<file path="src/rtl/sram_frame_arbiter_if.sv">
// Signal bundle between the SRAM frame arbiter, its display/pixel-writer clients and the SRAM pads.
// The master modport is the environment side; the slave modport is the arbiter.
interface sram_frame_arbiter_if;
  logic        iRdReq;
  logic [16:0] iRdAddr;
  logic        oRdAck;
  logic [23:0] oRdData;
  logic        oRdValid;
  logic        iWrReq;
  logic [16:0] iWrAddr;
  logic [23:0] iWrData;
  logic        oWrReady;
  logic        iWrFrameDone;
  logic        iDispFrameStart;
  logic        oDispPage;
  logic        oSwapPending;
  logic [17:0] oSRAMAddrPort;
  logic [23:0] oSRAMDataOut;
  logic        oSRAMDataOE;
  logic [23:0] iSRAMDataIn;
  logic        oSRAMWriteEnablePort;
  logic        oSRAMOutputEnablePort;

  modport master (
    output iRdReq, iRdAddr, iWrReq, iWrAddr, iWrData, iWrFrameDone, iDispFrameStart, iSRAMDataIn,
    input  oRdAck, oRdData, oRdValid, oWrReady, oDispPage, oSwapPending, oSRAMAddrPort,
           oSRAMDataOut, oSRAMDataOE, oSRAMWriteEnablePort, oSRAMOutputEnablePort
  );

  modport slave (
    input  iRdReq, iRdAddr, iWrReq, iWrAddr, iWrData, iWrFrameDone, iDispFrameStart, iSRAMDataIn,
    output oRdAck, oRdData, oRdValid, oWrReady, oDispPage, oSwapPending, oSRAMAddrPort,
           oSRAMDataOut, oSRAMDataOE, oSRAMWriteEnablePort, oSRAMOutputEnablePort
  );
endinterface

</file>
<file path="src/rtl/sram_frame_arbiter.sv">
// Single-SRAM arbiter: read-priority scan-out, FIFO-buffered pixel writes with anti-starvation,
// and double-buffered page swapping at display frame boundaries.
module sram_frame_arbiter #(
  parameter int WFIFO_DEPTH   = 4,
  parameter int MAX_RD_STREAK = 8
) (
  input  logic                 iCLOCKA,
  input  logic                 iRESET,
  sram_frame_arbiter_if.slave  bus
);
  localparam int PW = (WFIFO_DEPTH > 1) ? $clog2(WFIFO_DEPTH) : 1;
  localparam int CW = $clog2(WFIFO_DEPTH + 1);
  localparam int SW = $clog2(MAX_RD_STREAK + 1);
  localparam int EW = 1 + 17 + 24;

  typedef enum logic [2:0] {IDLE, RD1, RD2, WR1, WR2, WR3} state_t;

  state_t        state_q;
  logic [EW-1:0] fifo_q [WFIFO_DEPTH];
  logic [PW-1:0] wptr_q, wptr_d, rptr_q, rptr_d;
  logic [CW-1:0] cnt_q, cnt_d;
  logic [SW-1:0] streak_q;
  logic          page_q, page_d, pend_q, pend_d;
  logic [17:0]   addr_q;
  logic [23:0]   dout_q, rd_data_q;
  logic          doe_q, we_n_q, oe_n_q, rd_ack_q, rd_valid_q;

  logic          fifo_full, fifo_empty, push, pop, grant_wr, grant_rd;
  logic [EW-1:0] head;

  assign fifo_full  = (cnt_q == CW'(WFIFO_DEPTH));
  assign fifo_empty = (cnt_q == '0);
  assign push       = bus.iWrReq && !fifo_full;
  assign pop        = (state_q == WR3);
  assign head       = fifo_q[rptr_q];
  assign grant_wr   = (state_q == IDLE) && !fifo_empty &&
                      (!bus.iRdReq || (streak_q == SW'(MAX_RD_STREAK)));
  assign grant_rd   = (state_q == IDLE) && !grant_wr && bus.iRdReq;

  always_comb begin
    wptr_d = wptr_q;
    rptr_d = rptr_q;
    cnt_d  = cnt_q;
    page_d = page_q;
    pend_d = pend_q;
    if (push) wptr_d = wptr_q + PW'(1);
    if (pop)  rptr_d = rptr_q + PW'(1);
    case ({push, pop})
      2'b10:   cnt_d = cnt_q + CW'(1);
      2'b01:   cnt_d = cnt_q - CW'(1);
      default: cnt_d = cnt_q;
    endcase
    // A frame-done arriving with nothing pending only arms the swap; it never swaps in the same cycle.
    if (pend_q && bus.iDispFrameStart) begin
      page_d = ~page_q;
      pend_d = 1'b0;
    end
    if (bus.iWrFrameDone) pend_d = 1'b1;
  end

  // Entries are tagged with the back page at push time and keep that tag across swaps.
  always_ff @(posedge iCLOCKA) begin
    if (push) fifo_q[wptr_q] <= {~page_q, bus.iWrAddr, bus.iWrData};
  end

  always_ff @(posedge iCLOCKA) begin
    if (!iRESET) begin
      state_q    <= IDLE;
      wptr_q     <= '0;
      rptr_q     <= '0;
      cnt_q      <= '0;
      streak_q   <= '0;
      page_q     <= 1'b0;
      pend_q     <= 1'b0;
      addr_q     <= '0;
      dout_q     <= '0;
      rd_data_q  <= '0;
      doe_q      <= 1'b0;
      we_n_q     <= 1'b1;
      oe_n_q     <= 1'b1;
      rd_ack_q   <= 1'b0;
      rd_valid_q <= 1'b0;
    end else begin
      wptr_q     <= wptr_d;
      rptr_q     <= rptr_d;
      cnt_q      <= cnt_d;
      page_q     <= page_d;
      pend_q     <= pend_d;
      rd_ack_q   <= 1'b0;
      rd_valid_q <= 1'b0;
      if (fifo_empty || grant_wr)
        streak_q <= '0;
      else if (grant_rd && (streak_q != SW'(MAX_RD_STREAK)))
        streak_q <= streak_q + SW'(1);
      unique case (state_q)
        IDLE: begin
          if (grant_wr) begin
            state_q <= WR1;
            addr_q  <= head[EW-1 -: 18];
            dout_q  <= head[23:0];
            doe_q   <= 1'b1;
            oe_n_q  <= 1'b1;
          end else if (grant_rd) begin
            state_q  <= RD1;
            addr_q   <= {page_q, bus.iRdAddr};
            oe_n_q   <= 1'b0;
            rd_ack_q <= 1'b1;
          end
        end
        RD1: state_q <= RD2;
        RD2: begin
          rd_data_q  <= bus.iSRAMDataIn;
          rd_valid_q <= 1'b1;
          oe_n_q     <= 1'b1;
          state_q    <= IDLE;
        end
        WR1: begin
          we_n_q  <= 1'b0;
          state_q <= WR2;
        end
        WR2: begin
          we_n_q  <= 1'b1;
          state_q <= WR3;
        end
        WR3: begin
          doe_q   <= 1'b0;
          state_q <= IDLE;
        end
        default: state_q <= IDLE;
      endcase
    end
  end

  assign bus.oRdAck                = rd_ack_q;
  assign bus.oRdData               = rd_data_q;
  assign bus.oRdValid              = rd_valid_q;
  assign bus.oWrReady              = !fifo_full;
  assign bus.oDispPage             = page_q;
  assign bus.oSwapPending          = pend_q;
  assign bus.oSRAMAddrPort         = addr_q;
  assign bus.oSRAMDataOut          = dout_q;
  assign bus.oSRAMDataOE           = doe_q;
  assign bus.oSRAMWriteEnablePort  = we_n_q;
  assign bus.oSRAMOutputEnablePort = oe_n_q;
endmodule

</file>
<file path="src/flat_wrapper.sv">
// flat-port wrapper written by rule: the top's interface ports become plain ports
module sram_frame_arbiter_flat 
#(
  parameter int WFIFO_DEPTH   = 4,
  parameter int MAX_RD_STREAK = 8
)
  (iCLOCKA, iRESET, bus_iRdReq, bus_iRdAddr, bus_iWrReq, bus_iWrAddr, bus_iWrData, bus_iWrFrameDone, bus_iDispFrameStart, bus_iSRAMDataIn, bus_oRdAck, bus_oRdData, bus_oRdValid, bus_oWrReady, bus_oDispPage, bus_oSwapPending, bus_oSRAMAddrPort, bus_oSRAMDataOut, bus_oSRAMDataOE, bus_oSRAMWriteEnablePort, bus_oSRAMOutputEnablePort);
  sram_frame_arbiter_if bus_i ();
  input  logic iCLOCKA;
  input  logic iRESET;
  input wire logic [$bits(bus_i.iRdReq)-1:0] bus_iRdReq;
  input wire logic [$bits(bus_i.iRdAddr)-1:0] bus_iRdAddr;
  input wire logic [$bits(bus_i.iWrReq)-1:0] bus_iWrReq;
  input wire logic [$bits(bus_i.iWrAddr)-1:0] bus_iWrAddr;
  input wire logic [$bits(bus_i.iWrData)-1:0] bus_iWrData;
  input wire logic [$bits(bus_i.iWrFrameDone)-1:0] bus_iWrFrameDone;
  input wire logic [$bits(bus_i.iDispFrameStart)-1:0] bus_iDispFrameStart;
  input wire logic [$bits(bus_i.iSRAMDataIn)-1:0] bus_iSRAMDataIn;
  output wire logic [$bits(bus_i.oRdAck)-1:0] bus_oRdAck;
  output wire logic [$bits(bus_i.oRdData)-1:0] bus_oRdData;
  output wire logic [$bits(bus_i.oRdValid)-1:0] bus_oRdValid;
  output wire logic [$bits(bus_i.oWrReady)-1:0] bus_oWrReady;
  output wire logic [$bits(bus_i.oDispPage)-1:0] bus_oDispPage;
  output wire logic [$bits(bus_i.oSwapPending)-1:0] bus_oSwapPending;
  output wire logic [$bits(bus_i.oSRAMAddrPort)-1:0] bus_oSRAMAddrPort;
  output wire logic [$bits(bus_i.oSRAMDataOut)-1:0] bus_oSRAMDataOut;
  output wire logic [$bits(bus_i.oSRAMDataOE)-1:0] bus_oSRAMDataOE;
  output wire logic [$bits(bus_i.oSRAMWriteEnablePort)-1:0] bus_oSRAMWriteEnablePort;
  output wire logic [$bits(bus_i.oSRAMOutputEnablePort)-1:0] bus_oSRAMOutputEnablePort;
  assign bus_i.iRdReq = bus_iRdReq;
  assign bus_i.iRdAddr = bus_iRdAddr;
  assign bus_i.iWrReq = bus_iWrReq;
  assign bus_i.iWrAddr = bus_iWrAddr;
  assign bus_i.iWrData = bus_iWrData;
  assign bus_i.iWrFrameDone = bus_iWrFrameDone;
  assign bus_i.iDispFrameStart = bus_iDispFrameStart;
  assign bus_i.iSRAMDataIn = bus_iSRAMDataIn;
  assign bus_oRdAck = bus_i.oRdAck;
  assign bus_oRdData = bus_i.oRdData;
  assign bus_oRdValid = bus_i.oRdValid;
  assign bus_oWrReady = bus_i.oWrReady;
  assign bus_oDispPage = bus_i.oDispPage;
  assign bus_oSwapPending = bus_i.oSwapPending;
  assign bus_oSRAMAddrPort = bus_i.oSRAMAddrPort;
  assign bus_oSRAMDataOut = bus_i.oSRAMDataOut;
  assign bus_oSRAMDataOE = bus_i.oSRAMDataOE;
  assign bus_oSRAMWriteEnablePort = bus_i.oSRAMWriteEnablePort;
  assign bus_oSRAMOutputEnablePort = bus_i.oSRAMOutputEnablePort;
  sram_frame_arbiter #(.WFIFO_DEPTH(WFIFO_DEPTH), .MAX_RD_STREAK(MAX_RD_STREAK)) u_core (.iCLOCKA(iCLOCKA), .iRESET(iRESET), .bus(bus_i));
endmodule
</file>
<file path="config.mk">
export PLATFORM = sky130hd
export DESIGN_NAME = sram_frame_arbiter_flat
export DESIGN_NICKNAME = d
export VERILOG_FILES = /design/src/rtl/sram_frame_arbiter_if.sv /design/src/rtl/sram_frame_arbiter.sv /design/src/flat_wrapper.sv
export SDC_FILE = /design/constraint.sdc
export NUM_CORES = 1
export LEC_CHECK = 0
export ABC_AREA = 1
export BUFFER_PORTS_ARGS = -buffer_cell sky130_fd_sc_hd__buf_4
export CORE_ASPECT_RATIO = 1.1
export CORE_MARGIN = 8
export CORE_UTILIZATION = 45
export CTS_BUF_LIST = sky130_fd_sc_hd__clkbuf_8
export CTS_CLUSTER_SIZE = 40
export DETAILED_ROUTE_END_ITERATION = 16
export PLACE_DENSITY = 0.78
export SYNTH_ARGS = -nofsm -noshare
export SYNTH_HDL_FRONTEND = slang
export SYNTH_SLANG_ARGS = --single-unit
</file>
<file path="constraint.sdc">
create_clock -name iCLOCKA -period 7 [get_ports iCLOCKA]
set_input_delay 0.7 -clock iCLOCKA [delete_from_list [all_inputs] [get_ports iCLOCKA]]
set_output_delay 0.7 -clock iCLOCKA [all_outputs]
set_load 0.01 [all_outputs]
</file>
**Word level (Yosys, flattened, before mapping)**

Memories as Yosys holds them, arrays and structs flattened. A register that Yosys moved wholly into a read port is not among the register bits.
Index checks and enable logic that the tools add are counted.

- Flip-flop bits (word level): 87
- Bits in writable memories: 168
- Output and inout bits: 74
- Memories: 1

- $add $sub $neg: 5
- Equal/unequal tests: 12
- Mux-type cells: 20
- Bitwise operators: 3
- Reduce and logical (&&, ||, !) cells: 27

Memories:

| name | words | width | rd ports | clocked after Yosys merged registers in | wr ports | RTL line | RTL |
|---|---|---|---|---|---|---|---|
| u_core.fifo_q | 4 | 42 | 1 | 1 | 1 | sram_frame_arbiter.sv:19 | `logic [EW-1:0] fifo_q [WFIFO_DEPTH];` |

Operators by type and width:

| operator | number |
|---|---|
| $mux W18 | 2 |
| $pmux W3 S4 | 1 |
| $reduce_bool A2 Y1 | 6 |
| $eq A3 B3 Y1 const B | 3 |
| $mux W1 | 9 |
| $reduce_and A2 Y1 | 4 |
| $logic_and A1 B1 Y1 | 7 |
| $eq A3 B2 Y1 const B | 2 |
| $logic_not A3 Y1 | 2 |
| $mux W3 | 2 |
| $pmux W1 S2 | 3 |
| $pmux W3 S2 | 1 |
| $add A2 B1 Y2 const B | 2 |
| $add A4 B1 Y4 const B | 1 |
| $eq A4 B4 Y1 const B | 1 |
| $logic_not A1 Y1 | 4 |
| $mux W2 | 2 |
| $ne A4 B4 Y1 const B | 1 |
| $add A3 B1 Y3 const B | 1 |
| $eq A3 B1 Y1 const B | 1 |
| $ne A3 B1 Y1 const B | 1 |
| $not A1 Y1 | 3 |
| $reduce_or A3 Y1 | 1 |
| $sub A3 B1 Y3 const B | 1 |
| other kinds (5) | 6 |

**Longest topological paths before layout**

Gate-level depths: netlist of the first run.

- Word-level depth: 10
- Gate-level depth with buffers: 11

**Worst setup path after synthesis of the first run**

No wires, ideal clock.

- Path type: input to register
- Start point: in bus_iWrReq
- End point: mem u_core.fifo_q[0][0] (netlist name), enable pin
- Data arrival time: 2643 ps
- Required time: 6558 ps
- Slack: 3915 ps
- Stages: 2
- Buffers on the path: 0
- Path through: nand2_1 -> nor2_1

- Word-level cells in the longest chain between the ends: 3

Ends and longest elaborated chain:

| what | RTL line | RTL |
|---|---|---|
| start, declared | flat_wrapper.sv:13 | `input wire logic [$bits(bus_i.iWrReq)-1:0] bus_iWrReq;` |
| $logic_and A1 B1 Y1 | sram_frame_arbiter.sv:33 | `assign push = bus.iWrReq && !fifo_full;` |
| $mux W1 | sram_frame_arbiter.sv:63 | `if (push) fifo_q[wptr_q] <= {~page_q, bus.iWrAddr, bus.iWrData};` |
| $mux W1 (not written as such) | sram_frame_arbiter.sv:63 |  |
| end, declared | sram_frame_arbiter.sv:19 |  |

No other way between the ends.

==> results of run 1 <==
## worst max-delay path, stage by stage (launching register included)
cell and delay [ns]:
dfxtp_2 0.32, buf_4 0.70, inv_2 0.39, buf_4 0.43
nand2_1 0.13, nand2_1 0.06, nand2_1 0.05, nand2_1 0.07
nand2_1 0.10, nand3_1 0.10, nand2_1 0.08, inv_1 0.04
## cells by family after synthesis
group	after synthesis	synth area share [%]
flops	257	67.47
xor+xnor	4	0.3462
compound gates	163	8.162
simple gates	453	17.91
fa+ha+maj	8	1.064
buf+inv	112	5.046
## flip-flops by register name (all words and copies together), names as in the netlist, 2 cells and up, named ones only
signal and cells:
u_core.state_q 3, u_core.bus.oSRAMAddrPort 18, u_core.fifo_q 168, u_core.streak_q 4, u_core.wptr_q 2, u_core.bus.oRdData 24
u_core.bus.oSRAMDataOut 24, u_core.cnt_q 3, u_core.rptr_q 2
## placed cells by master (no fill, tap or decap)
cell type and instances:
dfxtp_2 1, clkinvlp_4 1, xor2_1 4, nor2_1 183, nor2_2 2, nand4_1 1, o21ba_2 2, buf_4 168
nand2_1 229, inv_2 5, inv_8 1, clkinv_1 7, inv_1 74, diode_2 2, inv_12 1, clkbuf_8 41
fa_1 1, nand2_4 3, inv_6 1, nor2_4 5, nand3_2 1, clkinv_2 4, nor4_1 1, edfxtp_1 168
ha_1 7, nor2_8 2, o21ai_1 27, dfxtp_1 88, a21oi_1 30, o21ai_0 104, nand3_1 26, bufinv_16 2
## stage by stage
| stage | hold WS (ns) | util, % | instance area [sq um] | instances |
|---|---|---|---|---|
| after floorplan | 0.4224 | - | 10120 | 997 |
| after global placement | 0.4395 | 52.04 | 11500 | 1411 |
| after detailed placement | 0.4417 | 52.04 | 11500 | 1411 |
| after CTS | 0.3028 | 55.54 | 12280 | 1485 |
| after global routing | 0.3103 | 55.55 | 12280 | 1486 |
| final | 0.3444 | 55.56 | 12280 | 1487 |
## cell type report
| class | count | share of cell area [%] |
|---|---|---|
| antenna | 2 | 0.04074 |
| clock buffer | 41 | 4.594 |
| clock inverter | 33 | 1.711 |
| inverter | 63 | 1.925 |
| multi-input combinational | 628 | 22.88 |
| sequential | 257 | 55.58 |
| tap | 295 | 3.005 |
| timing repair buffer | 168 | 10.27 |
## worst paths after layout
path / to / from / cells past startpoint
setup / recovery: u_core.bus.oSRAMAddrPort[13] / flip-flop / 11
hold / removal: u_core.fifo_q[3][1] / bus_iWrData[1] / 1
setup reg to reg: u_core.bus.oSRAMAddrPort[13] / flip-flop / 11
hold reg to reg: u_core.cnt_q[0] / u_core.cnt_q[0] / 1
## layer usage
metal / vias up / wire (um) / global-route usage [%]
li1: 3617 / - / -
met1: 3477 / 9271 / 18.71
met2: 247 / 11510 / 28.35
met3: 48 / 1745 / 4.418
met4: 0 / 607 / 6.609
met5: - / 0 / 0
## cells in the mapped netlist, types with 2 or more instances
library cell,count
o21ai_0,104
inv_2,5
edfxtp_1,168
o21ai_1,27
clkbuf_1,17
ha_1,7
buf_6,4
nand3_1,26
nand2_1,229
a21oi_1,30
nor2_1,187
nor2_8,2
inv_1,58
xor2_1,4
o21ba_2,2
dfxtp_1,89
nor2_2,2
nand2_4,3
buf_2,18
buf_4,10
## power breakdown
part / leakage [nW] / switching (mW) / total (mW) / internal (mW)
registers: 2.27 / 0.0492 / 1.78 / 1.73
logic: 2.45 / 0.278 / 0.468 / 0.190
clock network: 0.453 / 0.577 / 1.21 / 0.631
==> impl_metrics.json, run 1 <==
{
  "cts.sinks": 257,
  "cp.arrival_ns": 3.06,
  "hp-class": "input port to flip-flop",
  "post_cts_buffers": 0,
  "status": "finished, final reports clean",
  "root_buffer": "clkbuf_8",
  "fin_ws_ns": 4.380,
  "postRouteAntennaNets": 0,
  "cts_resized": 0,
  "wl_per_cell_um": 15.56,
  "insertion_delay_ns": 0.55,
  "drtIter0Drc": 494,
  "multi_input_area_sq_um": 2810,
  "nets": 1254,
  "grt_pass1_vias": 7279,
  "yosysTopAreaCell": "edfxtp_1",
  "synthToLayoutAreaGrowth_pct": 21.42,
  "grt_pass1_wl_um": 37100,
  "worstSetupPathType": "flip-flop to flip-flop",
  "fp-row-count": 57,
  "p_leak_nw": 5.171,
  "path_max_fanout": 85,
  "io-pin-count": 162,
  "antenna_found_initial": 1,
  "grt_max_degree": 86,
  "hold_buffers": 0,
  "maxSlewViolCount": 0,
  "min_period_ns": 2.620,
  "vias_per_cell": 4.969,
  "powerDensity_nw_per_um2": 281.6,
  "yosysTopAreaCellShare_pct": 49.86,
  "vias": 7389,
  "synth_edf_count": 168,
  "fill_cells": 1858,
  "final-setup-viol-count": 0,
  "cp_data_required_time_ns": 7.44,
  "die_y_um": 173.3,
  "cts_tree": "yes",
  "clkTransAtPathRegs_ns": 0.07,
  "async_flop_share_pct": 0,
  "hpwl_um": 14590,
  "max_freq_mhz": 381.6,
  "worstMarginPinSlew_ns": 1.119,
  "fin_skew_ns": 0.02775,
  "yosysWarnings": 0,
  "die_area_sq_um": 27540,
  "rsz0062_at_grt": "false",
  "groute.usage.overall_pct": 16.29,
  "wl_um": 23140,
  "fin_setup_tns_ns": 0,
  "yosysSeqAreaShare_pct": 67.47,
  "drive_gt1_share_pct": 20.17,
  "crit_path_start_kind": "flip-flop",
  "die_w_um": 159.0,
  "min_period_over_period_pct": 37.43,
  "hold_viol": 0,
  "critPathCaptureType": "flip-flop",
  "gp_congestion": 0.7920,
  "drv_cap": 0,
  "ff_latch_area_sq_um": 6828,
  "drt_pass1_iterations": 5,
  "cts_buffers": 40,
  "coreArea_sq_um": 22110,
  "vdd_drop_max_mv": 0.1185,
  "initial_core_util_pct": 45.76,
  "syn_area_sq_um": 10120,
  "syn_nets": 1093,
  "netlist-cell-type-count": 25,
  "synth_area_per_cell_sq_um": 10.15,
  "cts_buffer_depth": 3,
  "synth_area_leaders": "edfxtp_1 (50%), dfxtp_1 (18%), nand2_1 (8.5%)",
  "slew-limit-headroom_pct": 25.41,
  "htree_levels": 2,
  "yosys_register_bits": 257,
  "synth_cells": 997,
  "place_ws_ns": 4.383,
  "drc": 0,
  "p_total_mw": 3.459,
  "ff2ff_setup_slack_ns": 4.38,
  "grt-ovfl-total": 0,
  "port_buffers": 161,
  "synth_flop_cell": "edfxtp_1"
}
No activity file was read; power rests on OpenSTA's default activity.
==> inputs of run 2 (changes only) <==
Settings changed: PLACE_DENSITY 0.78 to 0.8.
Clock period 7 ns to 2.2 ns, I/O delays scaled along.
==> run 2 against run 1 <==
  * Non-clock buffer count grew 97
  * Fmax increased by 30%
  * Sequential power rose to 3.2 times the previous value
  * Power increased to 3.2 times the previous value
  * Sequential share of layout area decreased by 4.1 points
  * First-iteration DRC count rose by 55%
  * Setup slack got worse by 4.2 ns
  * Die area is the same
  * Flip-flop and latch count did not move
  * Global-route usage rose by 1.2 points
  * Combinational power grew to 3.6 times the previous value
  * Critical path depth decreased by 2
  * Largest cell class unchanged
  * Largest power group unchanged
  * Highest routed layer unchanged
==> impl_metrics.json, run 2 (synthesized netlist as in run 1, its figures left out) <==
{
  "status": "finished, final reports clean",
  "path_max_fanout": 5,
  "final-setup-viol-count": 0,
  "initial_core_util_pct": 45.76,
  "maxSlewViolCount": 0,
  "mostFrequentLayoutCell": "nand2_1",
  "hp-class": "input port to flip-flop",
  "vias": 7862,
  "post_cts_buffers": 0,
  "sw_frac_of_total_pct": 25.90,
  "htree_levels": 2,
  "postRouteAntennaNets": 0,
  "hpwl_um": 15140,
  "dpl.cell_count": 1424,
  "die_y_um": 173.3,
  "wl_per_cell_um": 15.78,
  "min_period_ns": 2.008,
  "worstMarginPinSlew_ns": 0.9208,
  "hold_slack_ns": 0.04795,
  "drive_gt1_share_pct": 19.64,
  "cts.sinks": 257,
  "root_buffer": "clkbuf_8",
  "cts_tree": "yes",
  "cp_data_required_time_ns": 2.60,
  "groute.usage.overall_pct": 17.49,
  "cp.arrival_ns": 2.41,
  "clkPwrFrac_pct": 33.5,
  "p_total_mw": 11.09,
  "multi_input_area_sq_um": 2810,
  "grt_pass1_wl_um": 39680,
  "p_leak_nw": 5.593,
  "switching_power_mw": 2.871,
  "drc": 0,
  "rsz0062_at_grt": "false",
  "drt_pass1_iterations": 6,
  "gp_congestion": 0.8234,
  "path_cells": "nand2_1, nor2_4, ha_1, inv_1, fa_1, a21oi_1, o21ai_1, o21ai_1, a21oi_1",
  "crit_path_start_kind": "flip-flop",
  "fp-row-count": 57,
  "grt-ovfl-total": 0,
  "cts_buffer_depth": 3,
  "synthToLayoutAreaGrowth_pct": 31.09,
  "min_period_over_period_pct": 91.28,
  "grt_pass1_vias": 7754,
  "port_buffers": 161,
  "drtIter0Drc": 768,
  "top_register": "u_core.fifo_q",
  "cts_buffers": 39,
  "worstSetupPathType": "flip-flop to flip-flop",
  "internal_power_mw": 8.215,
  "coreArea_sq_um": 22110,
  "hold_viol": 0,
  "power_frac_seq_pct": 51.2,
  "crit_slowest_cell": "fa_1",
  "p_comb_share_pct": 15.3,
  "fin_cells": 1581,
  "clkTransAtPathRegs_ns": 0.06,
  "die_area_sq_um": 27540,
  "grt_max_degree": 85,
  "die_w_um": 159.0,
  "largest_reg_flops": 168,
  "max_freq_mhz": 498.0,
  "fin_skew_ns": 0.01662,
  "cpPeakStageDelay_ns": 0.45,
  "ff_latch_area_sq_um": 6828,
  "wl_um": 24950,
  "vias_per_cell": 4.973,
  "vdd_drop_max_mv": 0.3857,
  "io-pin-count": 162,
  "fin_setup_tns_ns": 0,
  "powerDensity_nw_per_um2": 835.8,
  "fill_cells": 1754,
  "insertion_delay_ns": 0.53,
  "nets": 1350,
  "drv_cap": 0,
  "slew-limit-headroom_pct": 38.61,
  "antenna_found_initial": 3,
  "critPathCaptureType": "flip-flop",
  "most-common-layout-cells": "nand2_1 (229), nor2_1 (183), buf_4 (175)"
}
[run 2: changes by cell type in the layout (fill, tap and decap cells not counted), moves of 2 or more]
cell,delta
clkinv_2,+2
o21ai_1,+2
buf_12,+6
inv_1,-2
dlygate4sd3_1,+84
o21ai_0,-2
buf_4,+7
[run 2: final timing paths]
check | start | end | slack (ns) | depth (start not counted)
setup / recovery | u_core.state_q[0] | u_core.cnt_q[2] | 0.19 | 9
hold / removal | bus_iRdReq | u_core.bus.oRdAck | 0.05 | 3
setup reg to reg | u_core.state_q[0] | u_core.cnt_q[2] | 0.19 | 9
hold reg to reg | u_core.cnt_q[0] | u_core.cnt_q[0] | 0.46 | 1
[run 2: metrics by stage]
step,cell area (sq um),utilization [%],setup WS (ns)
finish,13260,59.99,0.1919
CTS,13260,59.95,0.1158
global route,13260,59.99,0.03598
global placement,11680,52.82,0.2793
detailed placement,11680,52.82,0.1312
floorplan,10130,-,-0.1044
[run 2: power groups by stage]
stage	sequential, mW	combinational, mW	clock, mW
detailed placement	5.77	1.55	0
CTS	5.67	1.68	3.81
finish	5.68	1.69	3.72
floorplan	5.84	0.747	0
global placement	5.75	1.51	0
global route	5.71	1.86	4.00
[run 2: final cells by class]
| cell class | instances | area share, % |
|---|---|---|
| antenna | 3 | 0.05660 |
| tap | 295 | 2.783 |
| clock inverter | 29 | 1.302 |
| multi-input combinational | 628 | 21.19 |
| sequential | 257 | 51.48 |
| inverter | 63 | 1.783 |
| clock buffer | 41 | 4.255 |
| timing repair buffer | 265 | 17.15 |
[run 2: repair_timing]
action / 4_1_cts / 5_1_grt
hold buffers: 84 / 0
gates resized for setup: 0 / 2
hold endpoints to repair: 207 / 0
endpoints found under the setup margin: 0 / 1
[run 2: worst max-delay path, delay by kind of cell, from the launching register on]
kind	cells	cell delay (ns)
adder cells (fa/ha/maj)	2	0.61
AO/OA/AOI/OAI	4	0.51
flip-flops	1	0.43
AND/OR/NAND/NOR	2	0.28
buffers and inverters	1	0.08
[run 2: routing by layer]
metal | wire (um) | global-route usage, % | part of all wire [%] | vias up
li1 | - | - | - | 3808
met1 | 9742 | 19.62 | 39 | 3659
met2 | 12590 | 30.81 | 50 | 313
met3 | 1613 | 3.872 | 6.5 | 82
met4 | 1008 | 8.930 | 4.0 | 0
met5 | 0 | 0 | 0 | -
